===== src/rtl/cru_pkg.sv =====
// Shared CRU definitions: enable-tree divider ratios and the enable-monitor state encoding.
package cru_pkg;

    localparam int unsigned DIV_FAST_240M_960K = 250;
    localparam int unsigned DIV_SLOW_960K_32K  = 30;

    typedef enum logic [1:0] {
        SEARCH,
        SYNC_FAST,
        ACQUIRE,
        LOCKED
    } monitor_state_t;

endpackage


===== src/rtl/enable_period_check.sv =====
// Period and pulse-width checker for one clock enable, counting in units of tick_i.
// The counter loads 1 on each enable pulse and saturates at DIV+1 when a pulse goes missing.
module enable_period_check import cru_pkg::*; #(
    parameter int unsigned DIV = DIV_FAST_240M_960K,
    parameter int unsigned CW  = $clog2(DIV + 2)
) (
    input  logic clk_i,
    input  logic rst_i,
    input  logic tick_i,
    input  logic en_i,
    input  logic arm_i,
    input  logic clr_i,
    output logic period_ok_o,
    output logic period_err_o,
    output logic width_err_o
);

    localparam logic [CW-1:0] DIV_C = CW'(DIV);
    localparam logic [CW-1:0] SAT_C = CW'(DIV + 1);

    logic [CW-1:0] cnt_q, cnt_d;
    logic          en_q;

    always_comb begin
        cnt_d        = cnt_q;
        period_ok_o  = 1'b0;
        period_err_o = 1'b0;

        if (clr_i) begin
            cnt_d = '0;
        end else if (en_i) begin
            cnt_d = CW'(1);
        end else if (!arm_i) begin
            cnt_d = '0;
        end else if (tick_i && (cnt_q != SAT_C)) begin
            cnt_d = cnt_q + CW'(1);
        end

        // A pulse only counts as on-time if it lands on a tick; otherwise it is out of phase.
        if (arm_i) begin
            if (en_i) begin
                period_ok_o  = tick_i && (cnt_q == DIV_C);
                period_err_o = !(tick_i && (cnt_q == DIV_C));
            end else if (tick_i && (cnt_q == DIV_C)) begin
                period_err_o = 1'b1;
            end
        end
    end

    assign width_err_o = en_i && en_q;

    always_ff @(posedge clk_i or posedge rst_i) begin
        if (rst_i) begin
            cnt_q <= '0;
            en_q  <= 1'b0;
        end else begin
            cnt_q <= cnt_d;
            en_q  <= en_i;
        end
    end

endmodule


===== src/rtl/cru_enable_monitor.sv =====
// Receiver-side monitor for the CRU clock enables en960k/en32k in the 240 MHz domain.
// Reports lock once LOCK_CNT consecutive good en32k periods are seen; keeps sticky error flags.
module cru_enable_monitor import cru_pkg::*; #(
    parameter int unsigned DIV_FAST = DIV_FAST_240M_960K,
    parameter int unsigned DIV_SLOW = DIV_SLOW_960K_32K,
    parameter int unsigned LOCK_CNT = 4,
    parameter int unsigned ERRW     = 8
) (
    input  logic            clk240m,
    input  logic            rst240m,
    input  logic            en960k,
    input  logic            en32k,
    output logic            locked,
    output logic            err_fast,
    output logic            err_slow,
    output logic            err_align,
    output logic [ERRW-1:0] err_cnt
);

    localparam int unsigned GW = $clog2(LOCK_CNT + 1);
    localparam logic [GW-1:0] LOCK_C = GW'(LOCK_CNT);

    monitor_state_t  state_q, state_d;
    logic [GW-1:0]   good_q, good_d;
    logic            locked_q, locked_d;
    logic            err_fast_q, err_slow_q, err_align_q;
    logic [ERRW-1:0] err_cnt_q, err_cnt_d;

    logic active, slow_arm;
    logic fast_ok, fast_per_err, fast_wid_err;
    logic slow_ok, slow_per_err, slow_wid_err;
    logic v_fast, v_slow, v_align, viol;

    // Start-up is unsynchronised, so nothing counts as a violation while searching.
    assign active   = (state_q != SEARCH);
    assign slow_arm = (state_q == ACQUIRE) || (state_q == LOCKED);

    assign v_fast  = active && (fast_per_err || fast_wid_err);
    assign v_slow  = active && (slow_per_err || slow_wid_err);
    assign v_align = active && en32k && !en960k;
    assign viol    = v_fast || v_slow || v_align;

    enable_period_check #(
        .DIV (DIV_FAST)
    ) u_fast (
        .clk_i        (clk240m),
        .rst_i        (rst240m),
        .tick_i       (1'b1),
        .en_i         (en960k),
        .arm_i        (active),
        .clr_i        (viol),
        .period_ok_o  (fast_ok),
        .period_err_o (fast_per_err),
        .width_err_o  (fast_wid_err)
    );

    enable_period_check #(
        .DIV (DIV_SLOW)
    ) u_slow (
        .clk_i        (clk240m),
        .rst_i        (rst240m),
        .tick_i       (en960k),
        .en_i         (en32k),
        .arm_i        (slow_arm),
        .clr_i        (viol),
        .period_ok_o  (slow_ok),
        .period_err_o (slow_per_err),
        .width_err_o  (slow_wid_err)
    );

    always_comb begin
        state_d   = state_q;
        good_d    = good_q;
        err_cnt_d = err_cnt_q;

        if (viol) begin
            state_d = SEARCH;
            good_d  = '0;
            if (err_cnt_q != '1) begin
                err_cnt_d = err_cnt_q + ERRW'(1);
            end
        end else begin
            case (state_q)
                SEARCH: begin
                    if (en960k) begin
                        state_d = SYNC_FAST;
                    end
                end
                SYNC_FAST: begin
                    if (en32k) begin
                        state_d = ACQUIRE;
                        good_d  = '0;
                    end
                end
                ACQUIRE: begin
                    if (good_q == LOCK_C) begin
                        state_d = LOCKED;
                    end else if (slow_ok) begin
                        good_d = good_q + GW'(1);
                    end
                end
                LOCKED: begin
                    state_d = LOCKED;
                end
                default: begin
                    state_d = SEARCH;
                end
            endcase
        end

        locked_d = (state_q == LOCKED) && !viol;
    end

    always_ff @(posedge clk240m or posedge rst240m) begin
        if (rst240m) begin
            state_q     <= SEARCH;
            good_q      <= '0;
            locked_q    <= 1'b0;
            err_fast_q  <= 1'b0;
            err_slow_q  <= 1'b0;
            err_align_q <= 1'b0;
            err_cnt_q   <= '0;
        end else begin
            state_q     <= state_d;
            good_q      <= good_d;
            locked_q    <= locked_d;
            err_fast_q  <= err_fast_q  || v_fast;
            err_slow_q  <= err_slow_q  || v_slow;
            err_align_q <= err_align_q || v_align;
            err_cnt_q   <= err_cnt_d;
        end
    end

    assign locked    = locked_q;
    assign err_fast  = err_fast_q;
    assign err_slow  = err_slow_q;
    assign err_align = err_align_q;
    assign err_cnt   = err_cnt_q;

    // Pulse-ok from the fast checker is implied by the absence of a fast violation.
    logic unused_ok;
    assign unused_ok = fast_ok;

endmodule

===== config.mk =====
export PLATFORM = sky130hd
export DESIGN_NAME = cru_enable_monitor
export DESIGN_NICKNAME = d
export VERILOG_FILES = /design/src/rtl/cru_pkg.sv /design/src/rtl/enable_period_check.sv /design/src/rtl/cru_enable_monitor.sv
export SDC_FILE = /design/constraint.sdc
export NUM_CORES = 1
export LEC_CHECK = 0
export CAP_MARGIN = 10
export CORE_MARGIN = 4
export CORE_UTILIZATION = 59
export CTS_BUF_LIST = sky130_fd_sc_hd__clkbuf_4 sky130_fd_sc_hd__clkbuf_8
export DETAILED_ROUTE_END_ITERATION = 12
export GPL_TIMING_DRIVEN = 1
export PLACE_DENSITY = 0.9
export SYNTH_ARGS = -nofsm -noshare
export SYNTH_HDL_FRONTEND = slang
export SYNTH_SLANG_ARGS = --single-unit

===== constraint.sdc =====
create_clock -name clk240m -period 2.7 [get_ports clk240m]
set_input_delay 0.675 -clock clk240m [delete_from_list [all_inputs] [get_ports clk240m]]
set_output_delay 0.675 -clock clk240m [all_outputs]
set_load 0.02 [all_outputs]

==> metrics <==
run status=finished, final reports clean; CTS Root Cell=clkbuf_4; Critical Path End Type=flop; total core area=2810 um2; placer congestion estimate=0.811; post-CTS setup buffer count=0; Min Hold Slack=502 ps; fmax=0.424 GHz; CP required=2970 ps; CTS resizes=0; Synth cell types=39; multi-input logic area=880 um2; site row count=19; Detailed Route Iter0 Violations=57; FF/Latch Area=801 um2; Worst VDD drop=0.000669 V; Net Sw Power=680 uW; PortBufs=15; final hold vios=0; total CTS buffers=5; #FFs+latches synth=32; DR vias/cell=6.00; Die Y=62.5 um; CP Cell Sequence=clkdlybuf4s50_1 > nand3_1 > nor2_1 > ha_1 > o21ai_0 > a21o_1 > nand4_2 > or3_1 > a21oi_1; Lkg Pwr=0.928 nW; Detailed Route WL=3.57 mm; Final Cycle Share=0.875; RSZ-0062 raised after global routing=no; Die Area=3900 um2; first-pass GRT wire length=6.22 mm; Sw Ratio=0.386; Period minus WS final=2360 ps; I/O Pins=16; register area share after synthesis=0.457; WS Path Type=input port to flop; Synth area leaders=dfrtp_1, ha_1, nor2_1; CP max stage delay=480 ps; vias post-DR=1,416; # setup viols final=0; Synth top area share=0.457; Final #Nets=222; WP buf/inv=1; Die X=62.5 um; clk_lat worst skew=340 ps; Synth warnings=0; Reg power frac=0.381; fin. max-slew vios=0; Power per Cell Area=865 nW/um2; Async S/R FF share, synth=1.00; Max Root-Sink Buffers=2; # fillers=208; number of remaining DRC errors=0; CP delay by family, top=simple AND/OR/NAND/NOR gates; global route overflow=0; Synth area leader=dfrtp_1; vias in the first global route=1,454; clock network fraction of total power=0.207; most common cell in the netlist=dfrtp_1; remaining antenna violation count after routing=0; clk sinks=32; share of layout cells above drive strength 1=0.0927; DP Wirelength=2.65 mm; HP Class=flop to flop; Clock Skews=7.02 ps; top cells by count, synth=dfrtp_1, nor2_1, ha_1; CTS tree=done; crit path DAT=2630 ps; WL per Instance=15.1 um; Rel. slew slack=0.662; setup TNS=0 ps; combinational fraction of design power=0.412; startpoint types=input port; max_cap viols=0; largest net degree at the start of global routing=20; initial antenna violation count=0; CTS hold repair buffers=0; clk slew on worst S/H paths=100 ps; Pre-Repair DR Iteration Count=5; ANT cells=0; Post-synth EDFFs=0; Syn Inst Count=180; Top FF cell, synth=dfrtp_1; Worst Tran Pin Value=507 ps; Pint=1.08 mW; Synthesized Nets=198; Initial Utilization=0.624; Slowest-stage cell, CP=clkdlybuf4s50_1; PnR Total Power=1.76 mW; Mean Syn Cell Area=9.72 um2; Finished Core Util=0.727; Tot GR Track Use=0.199; Cell Area, Synth=1750 um2; H-Tree Depth=2; Crit Path Max Fanout=7; P&R area growth vs syn=16.5%
[path summary, 6_finish.rpt]
check,startpoint,endpoint,slack (ps),depth (start not counted)
hold reg to reg,err_fast$_DFF_PP0_,err_fast$_DFF_PP0_,500,1
setup / recovery,en960k,u_fast.cnt_q[2]$_DFFE_PP0P_,340,9
hold / removal,err_fast$_DFF_PP0_,err_fast$_DFF_PP0_,500,1
max in group asynchronous,rst240m,u_slow.cnt_q[3]$_DFFE_PP0P_,1410,3
setup reg to reg,state_q[1]$_DFFE_PP0P_,err_cnt[1]$_DFFE_PP0P_,440,6
min in group asynchronous,rst240m,state_q[0]$_DFFE_PP0P_,650,2
[area by class of cell]
type	instances	area share
Clock inverter	3	0.0209
Tap cell	31	0.0190
Sequential cell	32	0.393
Inverter	12	0.0221
Timing Repair Buffer	21	0.0957
Clock buffer	5	0.0184
Multi-Input combinational cell	132	0.431
[cell usage in the layout, fill, tap and decap left out, types with 2 or more instances in the layout]
cell | netlist | final
a21o_1 | 2 | 2
nor2b_1 | 8 | 8
nand3b_1 | 3 | 3
dfrtp_1 | 32 | 32
nand4_2 | 2 | 2
a21oi_1 | 13 | 13
clkdlybuf4s50_1 | 0 | 15
nand2_1 | 13 | 13
clkbuf_4 | 0 | 5
nor2_1 | 21 | 21
inv_1 | 12 | 12
xnor2_1 | 5 | 5
nand2b_1 | 4 | 4
and3_1 | 7 | 7
a41oi_1 | 2 | 2
o21ai_0 | 6 | 6
xor2_1 | 4 | 4
buf_4 | 0 | 6
nand4_1 | 2 | 2
mux2_1 | 2 | 2
nand3_1 | 7 | 7
ha_1 | 14 | 14
[metal layers]
metal	track usage	vias to the layer above	share of wire
met5	0	-	0
met4	0.0771	0	0.014
met3	0.0540	8	0.055
met2	0.365	48	0.53
met1	0.217	693	0.40
li1	-	667	-
[cell families (layout without fill, tap and decap cells)]
group,after synthesis,in the layout,share of synthesized area
AO/OA/AOI/OAI,32,32,0.112
XOR/XNOR,9,9,0.0450
adder cells (fa/ha/maj),14,14,0.100
buffers and inverters,16,41,0.0400
flip-flops,32,32,0.457
multiplexers,4,4,0.0250
AND/OR/NAND/NOR,73,73,0.221
[flip-flops by register name (all words and copies together) (netlist names)]
name / count
state_q: 2
u_slow.cnt_q: 5
u_fast.en_q: 1
u_slow.en_q: 1
err_cnt: 8
u_fast.cnt_q: 8
locked: 1
err_fast: 1
err_slow: 1
err_align: 1
good_q: 3
[through the flow]
stage / cell area [um2] / setup WS, ps / instances
global route: 2040 / 201 / 236
floorplan: 1750 / 679 / 180
CTS: 2040 / 330 / 236
detailed placement: 1960 / -30.2 / 228
global placement: 1960 / 60.0 / 228
finish: 2040 / 339 / 236
[power by group through the flow]
| stage | Combinational (mW) | Clock [mW] | Sequential, mW |
|---|---|---|---|
| floorplan | 0.422 | 0 | 0.723 |
| global placement | 0.678 | 0 | 0.667 |
| detailed placement | 0.724 | 0 | 0.678 |
| CTS | 0.730 | 0.371 | 0.671 |
| global route | 0.804 | 0.400 | 0.690 |
| finish | 0.727 | 0.365 | 0.672 |
Power figures use the tool's default switching activity.
